File: src/rtl/branch_predictor.sv
// Bimodal 2-bit branch history table with ID lookup, ID->EX carry, EX grading and training.
// Optional gshare indexing is enabled by defining BPU_GSHARE_EN.
module branch_predictor #(
    parameter int IDX_BITS = 6,
    parameter int GHR_BITS = 6
) (
    input  logic        clk,
    input  logic        rst_n,
    input  logic [31:0] ID_pc,
    input  logic        ID_Branch,
    input  logic        stall,
    input  logic        flush,
    input  logic        EX_taken,
    output logic [1:0]  ID_branch_prediction,
    output logic        EX_Branch,
    output logic [1:0]  prediction_status,
    output logic        ready
);
    localparam int ENTRIES = 1 << IDX_BITS;
    localparam logic [IDX_BITS-1:0] IDX_ONE = {{(IDX_BITS-1){1'b0}}, 1'b1};

    typedef enum logic {INIT, RUN} state_t;

    state_t              state, state_nxt;
    logic [IDX_BITS-1:0] cnt;
    logic [1:0]          bht [ENTRIES];

    logic                ex_valid;
    logic [1:0]          ex_pred;
    logic [IDX_BITS-1:0] ex_idx;

    logic [IDX_BITS-1:0] id_idx;
    logic                trn;
    logic [1:0]          ex_ctr, ex_ctr_nxt;

    logic unused_pc_bits;
    assign unused_pc_bits = ^{ID_pc[31:IDX_BITS+2], ID_pc[1:0]};

`ifdef BPU_GSHARE_EN
    logic [GHR_BITS-1:0] ghr;

    // History moves only on resolved branches, so nothing to repair on flush.
    always_ff @(posedge clk) begin
        if (!rst_n)
            ghr <= '0;
        else if (trn)
            ghr <= (ghr << 1) | GHR_BITS'(EX_taken);
    end

    assign id_idx = ID_pc[IDX_BITS+1:2] ^ IDX_BITS'(ghr);
`else
    assign id_idx = ID_pc[IDX_BITS+1:2];
`endif

    always_comb begin
        state_nxt = state;
        if (state == INIT && cnt == '1)
            state_nxt = RUN;
    end

    always_ff @(posedge clk) begin
        if (!rst_n) begin
            state <= INIT;
            cnt   <= '0;
        end else begin
            state <= state_nxt;
            if (state == INIT)
                cnt <= cnt + IDX_ONE;
        end
    end

    assign trn    = ex_valid && !stall && (state == RUN);
    assign ex_ctr = bht[ex_idx];

    always_comb begin
        ex_ctr_nxt = ex_ctr;
        if (EX_taken && ex_ctr != 2'b11)
            ex_ctr_nxt = ex_ctr + 2'b01;
        else if (!EX_taken && ex_ctr != 2'b00)
            ex_ctr_nxt = ex_ctr - 2'b01;
    end

    // Table has no reset of its own; the INIT sweep fills it with weak-NT.
    always_ff @(posedge clk) begin
        if (rst_n) begin
            if (state == INIT)
                bht[cnt] <= 2'b01;
            else if (trn)
                bht[ex_idx] <= ex_ctr_nxt;
        end
    end

    // Bypass keeps back-to-back same-index branches from losing an update.
    always_comb begin
        if (state == INIT)
            ID_branch_prediction = 2'b01;
        else if (trn && ex_idx == id_idx)
            ID_branch_prediction = ex_ctr_nxt;
        else
            ID_branch_prediction = bht[id_idx];
    end

    always_ff @(posedge clk) begin
        if (!rst_n) begin
            ex_valid <= 1'b0;
            ex_pred  <= 2'b00;
            ex_idx   <= '0;
        end else if (state == RUN) begin
            if (flush) begin
                ex_valid <= 1'b0;
            end else if (!stall) begin
                ex_valid <= ID_Branch;
                ex_pred  <= ID_branch_prediction;
                ex_idx   <= id_idx;
            end
        end
    end

    assign EX_Branch = ex_valid;
    assign ready     = (state == RUN);

    always_comb begin
        if (!ex_valid)
            prediction_status = 2'b11;
        else if (ex_pred[1] == EX_taken)
            prediction_status = 2'b10;
        else if (EX_taken)
            prediction_status = 2'b00;
        else
            prediction_status = 2'b01;
    end
endmodule

File: config.mk
export PLATFORM = sky130hd
export DESIGN_NAME = branch_predictor
export DESIGN_NICKNAME = d
export VERILOG_FILES = /design/src/rtl/branch_predictor.sv
export SDC_FILE = /design/constraint.sdc
export NUM_CORES = 1
export LEC_CHECK = 0
export BUFFER_PORTS_ARGS = -buffer_cell sky130_fd_sc_hd__buf_2
export CAP_MARGIN = 30
export CELL_PAD_IN_SITES_DETAIL_PLACEMENT = 1
export CELL_PAD_IN_SITES_GLOBAL_PLACEMENT = 2
export CORE_ASPECT_RATIO = 1.25
export CORE_MARGIN = 2
export CORE_UTILIZATION = 25
export DETAILED_ROUTE_END_ITERATION = 8
export PLACE_DENSITY_LB_ADDON = 0.25
export SYNTH_ARGS = -nofsm -noshare
export SYNTH_HDL_FRONTEND = slang
export SYNTH_SLANG_ARGS = --single-unit
File: constraint.sdc
create_clock -name clk -period 8.4 [get_ports clk]
set_input_delay 1.26 -clock clk [delete_from_list [all_inputs] [get_ports clk]]
set_output_delay 1.26 -clock clk [all_outputs]
set_load 0.005 [all_outputs]
==> metrics.txt, run 1 <==
crit path to ID_branch_prediction[1]; num rows 70; worst-path fanout max 23; worst-skew pair later-pin latency around 0.45 ns; first-pass GRT wire length about 33000 um; die area approximately 31000 um2; Cell Area, Placed approximately 7900 um2; area grow syn2layout 14.7%; top cell type's share of synthesized area 0.519; ANT cells 0; min Tclk post-route around 5.7 ns; DR vias 4396; GRT overflow 0; TritonCTS clock tree done; Initial Utilization 0.253; most common cell in the netlist edfxtp_1; initial antenna violation count 0; # DRC 0; Final setup viols 0; vias in the first global route between 4000 and 5000; post_cts resized 0; wire per inst roughly 24 um; Seq/Total Area, Yosys 0.576; CP Class in -> out; largest area contributor in the netlist edfxtp_1; Via density 4.84; gr usage total 0.150; FMAX between 150 and 200 MHz; max-cap violations 0; Total Wirelength around 22000 um; TNS Setup 0 ns; Reg clk slew, reported paths roughly 0.07 ns; detailed placement HPWL 14500 um; setup slack, reg-to-reg ~4.1 ns; skew final between 0.01 and 0.015 ns; Flop pwr share 0.491; H-tree depth 4; leak pwr 2.67 nW; Worst EP arrival around 4.4 ns; Port Buffer Count 17; Synth Flop Type edfxtp_1; Clock Power Share 0.473; Final Hold Viols 0; Post-CTS Setup Bufs 0; Req. time, crit path around 7 ns; Finished Cell Area around 8500 um2; syn_nets ~530; final period utilization 0.676; CTS Buf Count 17; Rel. slew slack 0.415; dpl ws 2.62 ns; Ys Warns 0; Max Buffers Root-to-Sink 2; # clock sinks roughly 150; initial drt markers ~280; Die W around 160 um; synth unique cells 39; combinational share of power 0.036; Slew @ Worst Pin 0.877 ns; CP Capture Type output pin; Post-CTS Hold Buffers 0; R2R depth 9; worst vdd ir approximately 0.15 mV; Mapped Area around 7400 um2; worst setup margin between 2 and 3 ns; Root Driver clkbuf_16; Async SR Flop Fraction 0; drt pass-1 iters 4; Slew Limit Fails 0; layout cells sized above 1 0.265; Internal roughly 1.3 mW; FF-to-FF End bht[49][0]$_DFFE_PP_; Syn Area/Cell around 15 um2; top cells by count, synth 128 x edfxtp_1, 78 x mux4_2, 69 x nor2_1; Area contributors post-synth edfxtp_1 52%, mux4_2 24%, dfxtp_1 5.7%, nor2_1 3.5%, nand2_1 1.8%; Syn Inst Count a little under 500; hold path depth 2; Worst Hold Class reg -> reg; Worst Setup Start Kind input port; fill count 3102; RSZ-0062 raised after global routing no; flops & latches, synth around 150; CORE AREA 29300 um2; fin nets 542; io pins 44; status complete, no violations; NetSw 0.370 mW; largest net degree at the start of global routing 65; routability cong. between 0.7 and 0.8; Critical Path Start ID_pc[2]; Final ANT Viol Nets 0; sw frac 0.228; PwrDens 191 nW/um2; DIE HEIGHT ~200 um; EDFF count, synth 128
## worst max-delay path, stage by stage
cell	delay, ns
buf_2	0.66
buf_4	0.43
mux4_2	0.55
mux4_2	0.50
mux4_2	0.47
or2_1	0.25
nand2_1	0.07
nor3_1	0.06
buf_2	0.15
## power by group through the flow
stage / Sequential (mW) / Combinational (mW) / Clock, mW
finish: 0.797 / 0.0592 / 0.768
global route: 0.797 / 0.0644 / 0.807
CTS: 0.797 / 0.0604 / 0.783
detailed placement: 0.813 / 0.0606 / 0
global placement: 0.813 / 0.0601 / 0
floorplan: 0.812 / 0.0395 / 0
## logic make-up (layout without fill, tap and decap cells)
group           after synthesis  after routing  synth area share
simple gates                162            162             0.100
flops                       149            149             0.576
mux                          84             84             0.245
compound gates               39             39            0.0375
buf+inv                      38             64            0.0218
xor+xnor                     11             11            0.0130
fa+ha+maj                     4              4           0.00676
## cells in the final DEF, fill, tap and decap left out, types with 3 or more instances in the layout
master      netlist  routed
buf_4             4       7
nor3b_1           3       3
o21ai_0           7       7
inv_1             8       8
clkbuf_16         0      17
ha_1              4       4
nand2_1          36      36
clkinvlp_4        0       5
nand4_1           4       4
o31ai_1           4       4
a21boi_0          8       8
nor3_1            5       5
and3_1            3       3
nor2_1           69      69
and2_1            5       5
mux4_2           78      78
nand3b_1          3       3
edfxtp_1        128     128
xnor2_1           8       8
nand3_1          10      10
a31oi_1           5       5
or3_1             5       5
a22oi_1           4       4
nor2b_1           8       8
mux2i_1           6       6
xor2_1            3       3
o21a_1            3       3
buf_2             3      17
nand2b_1          7       6
inv_6             0       3
dfxtp_1          21      20
## stage by stage
step | power, mW | utilization | hold slack, ns | instances
after floorplan | 0.851 | - | 0.449 | 487
after global placement | 0.873 | 0.271 | 0.495 | 877
after detailed placement | 0.874 | 0.271 | 0.493 | 877
after CTS | 1.64 | 0.290 | 0.503 | 909
after global routing | 1.67 | 0.290 | 0.543 | 909
final | 1.62 | 0.290 | 0.501 | 909
## layer usage
metal | wire (um) | vias up | track usage
met5 | 0 | - | 0
met3 | 749 | 45 | 0.0297
met2 | 11100 | 98 | 0.257
met1 | 9140 | 2303 | 0.180
met4 | 712 | 0 | 0.0671
li1 | - | 1950 | -
## cell type report
| cell class | count | area [um2] | share of cell area |
|---|---|---|---|
| clock inverters | 15 | 155 | 0.0183 |
| repair buffers | 24 | 138 | 0.0162 |
| inverters | 8 | 30.0 | 0.00354 |
| clock buffers | 17 | 425 | 0.0501 |
| flip-flops and latches | 149 | 4270 | 0.502 |
| multi-input cells | 300 | 2990 | 0.351 |
| well taps | 396 | 495 | 0.0583 |
## how the worst min path moves through the flow
stage                     slack [ns]                 endpoint               startpoint
after global routing            0.54  ex_pred[1]$_SDFFE_PN0P_  ex_pred[1]$_SDFFE_PN0P_
final                           0.50  ex_pred[1]$_SDFFE_PN0P_  ex_pred[1]$_SDFFE_PN0P_
after floorplan                 0.45  ex_pred[1]$_SDFFE_PN0P_  ex_pred[1]$_SDFFE_PN0P_
after CTS                       0.50  ex_pred[1]$_SDFFE_PN0P_  ex_pred[1]$_SDFFE_PN0P_
after global placement          0.50  ex_pred[1]$_SDFFE_PN0P_  ex_pred[1]$_SDFFE_PN0P_
after detailed placement        0.49  ex_pred[1]$_SDFFE_PN0P_  ex_pred[1]$_SDFFE_PN0P_
## flip-flops by register name (all words and copies together), names as in the netlist, named ones only
| register | cells |
|---|---|
| EX_Branch | 1 |
| ex_idx | 6 |
| ready | 1 |
| ex_pred | 1 |
| cnt | 6 |
| bht | 128 |
(Power assumes the default switching activity.)
==> run 2: changes to the inputs <==
Settings changed: ABC_AREA from default to 1.
Clock period 8.4 ns to 5.6 ns, I/O delays scaled along.
==> run 2 against run 1 <==
Non-clock buffer count rose by 8. Sequential power rose by 49%. Critical endpoint unchanged. Power rose by 52%. Critical path depth rose by 9. Critical path type is now reg -> out. Highest routed layer unchanged.
==> metrics.txt, run 2 <==
multi-input logic area 3060 um2 (+2.4%); wire per inst 21.1 um (-12%); Post-CTS Hold Buffers 0 (unchanged); detailed placement HPWL 17800 um (+23%); met2 wire len 14300 um (+29%); Biggest register bht; Reg clk slew, reported paths 0.06 ns (about the same); TritonCTS clock tree done; CP Class reg -> out; Final ANT Viol Nets 0 (unchanged); fin nets 938 (+73%); io pins 44 (unchanged); WL met1 12100 um (+32%); HP Start cnt[4]$_SDFFE_PN0N_; Rel. slew slack 0.405 (-0.0108); Worst Hold Class reg -> reg; die area 32300 um2 (+4.0%); num rows 71 (+1.4%); first-pass GRT wire length 42400 um (+29%); Mapped Area 7710 um2 (+4.1%); Post-Synth Simple-Gate Area 0.265 (+0.165); Crit. path cell count 18 (+9); hold path depth 2 (unchanged); Slew Limit Fails 0 (unchanged); Root Driver clkbuf_16; Max Buffers Root-to-Sink 2 (unchanged); Initial Utilization 0.255 (+0.00205); Slew @ Worst Pin 0.890 ns (+0.0129 ns); R2R depth 17 (+8); flops & latches, synth 149 (unchanged); Die W 161 um (+2.0%); Area contributors post-synth edfxtp_1 50%, nand2_1 8.6%, nand3_1 7.8%, nor2_1 7.0%, o21ai_0 6.2%; CORE AREA 30200 um2 (+3.3%); Worst Setup Start Kind flip-flop; Total Wirelength 27700 um (+27%); Async SR Flop Fraction 0 (unchanged); worst-skew pair later-pin latency 0.44 ns (about the same); DP Cell Count 1278 (+46%); crit-path cells buf_4 > inv_1 > buf_4 > o21ai_0 > o22ai_1 > nor2_1 > o21ai_0 > nand3_1 > nand2_1 > inv_1 > ha_1 > nor2_1 > a21oi_1 > nand2_1 > nand3_1 > nand2_1 > inv_1 > buf_2; vias in the first global route 6897 (+40%); XOR/XNOR Fraction of Synth Area 0.00341 (-0.00960); initial antenna violation count 0 (unchanged); CTS Buf Count 17 (unchanged); max-cap violations 0 (unchanged); largest family of logic cells by synthesized area simple AND/OR/NAND/NOR gates; CP top delay family buffers and inverters; Met3 Wirelength 706 um (-5.7%); worst vdd ir 0.141 mV (-5.0%); final period utilization 0.792; routability cong. 0.778 (+1.5%); Bufs and invs on worst path 6 (+3); Core Util, Final 0.292 (+0.00179); Port Buffer Count 17 (unchanged); Compound-Gate Fraction of Synth Area 0.120 (+0.0824); most common cell after layout, fill and taps aside nand2_1; CP Capture Type output pin; fill count 3609 (+16%); DR vias 6414 (+46%); fin cells 1309 (+44%); Largest register FFs 128 (unchanged); post_cts resized 0 (unchanged); FMAX ~230 MHz; syn_nets 937 (+77%); Worst EP arrival 3.59 ns (-0.83 ns); uppermost layer routed met4; RSZ-0062 raised after global routing no; min Tclk post-route 4.43 ns; leak pwr 3.39 nW (+27%); Synth Area in Adders 0.00649 (-0.000265); synth unique cells 32 (-18%); Ys Warns 0 (unchanged); Syn Area/Cell 8.62 um2 (-43%); H-tree depth 4 (unchanged); top cell type's share of synthesized area 0.498 (-0.0204); most common cell in the netlist nand2_1; largest area contributor in the netlist edfxtp_1; most frequent cells in the layout 176 x nand2_1, 144 x nor2_1, 128 x edfxtp_1; DIE HEIGHT 200 um (+2.0%); area grow syn2layout 14.4%; largest net degree at the start of global routing 73 (+12%); Req. time, crit path 4.76 ns (-2.38 ns); TNS Setup 0 ns (unchanged); status complete, no violations; EDFF count, synth 128 (unchanged); # clock sinks 149 (unchanged); Final setup viols 0 (unchanged); CP max stage cell buf_4; PwrDens 280 nW/um2 (+46%); worst-path fanout max 28 (+22%); FF/Latch Area 4270 um2 (unchanged); ANT cells 0 (unchanged); GRT overflow 0 (unchanged); Regs by FF count bht: 128 flops, cnt: 6 flops, ex_idx: 6 flops; Synth Flop Type edfxtp_1; # DRC 0 (unchanged); drt pass-1 iters 4 (unchanged); top cells by count, synth 177 x nand2_1, 144 x nor2_1, 128 x edfxtp_1; Post-CTS Setup Bufs 0 (unchanged); Final Hold Viols 0 (unchanged); Via density 4.90 (+1.3%); Syn Inst Count 895 (+84%); skew final 0.00808 ns (-0.00415 ns); Seq/Total Area, Yosys 0.553 (-0.0226); initial drt markers 265 (-4.7%); gr usage total 0.176 (+0.0269); worst stage delay on the critical path 0.40 ns (-0.26 ns); post-synthesis mux area share 0 (-0.245); layout cells sized above 1 0.0991 (-0.166)
## run 2: area by class of cell
cell class	instances	share of cell area
Sequential cell	149	0.483
Multi-Input combinational cell	644	0.347
Tap cell	401	0.0569
Clock buffer	18	0.0486
Timing Repair Buffer	32	0.0267
Inverter	52	0.0221
Clock inverter	13	0.0159
## run 2: logic make-up after synthesis
group,count (synthesis)
simple gates,477
compound gates,160
xor+xnor,3
flops,149
buf+inv,102
fa+ha+maj,4
## run 2: final timing paths
check,endpoint,slack [ns]
min reg2reg,cnt[5]$_SDFFE_PN0N_,0.48
max,ID_branch_prediction[1],1.17
min,cnt[5]$_SDFFE_PN0N_,0.48
max reg2reg,bht[25][1]$_DFFE_PP_,1.64
## run 2: metrics by stage
stage	power [mW]	area [um2]	hold slack [ns]	worst slack (ns)
global placement	1.36	8240	0.474	1.55
detailed placement	1.36	8260	0.478	1.55
CTS	2.49	8820	0.487	1.08
global route	2.54	8820	0.509	0.781
finish	2.47	8820	0.482	1.17
floorplan	1.30	7710	0.444	1.43
## run 2: metal layers
metal / track usage / vias up
met5: 0 / -
met4: 0.0526 / 0
met3: 0.0265 / 29
met2: 0.321 / 86
met1: 0.214 / 3182
li1: - / 3117
## run 2: worst reg2reg max path: stages, from the launching register on
cell and delay, ns:
dfxtp_1 0.31, buf_4 0.24, inv_1 0.19, buf_4 0.40, o21ai_0 0.19, o22ai_1 0.20
nor2_1 0.08, o21ai_0 0.29, nand3_1 0.16, nand2_1 0.14, inv_1 0.06, ha_1 0.17
nor2_1 0.16, inv_1 0.06, nand3_1 0.08, nand2_1 0.11, a21oi_4 0.61, buf_12 0.29
## run 2: power breakdown
group / internal (mW) / total (mW) / switching, mW / leakage [nW]
combinational: 0.0377 / 0.142 / 0.104 / 1.75
sequential: 1.19 / 1.19 / 0.00275 / 1.35
clock: 0.687 / 1.13 / 0.444 / 0.284
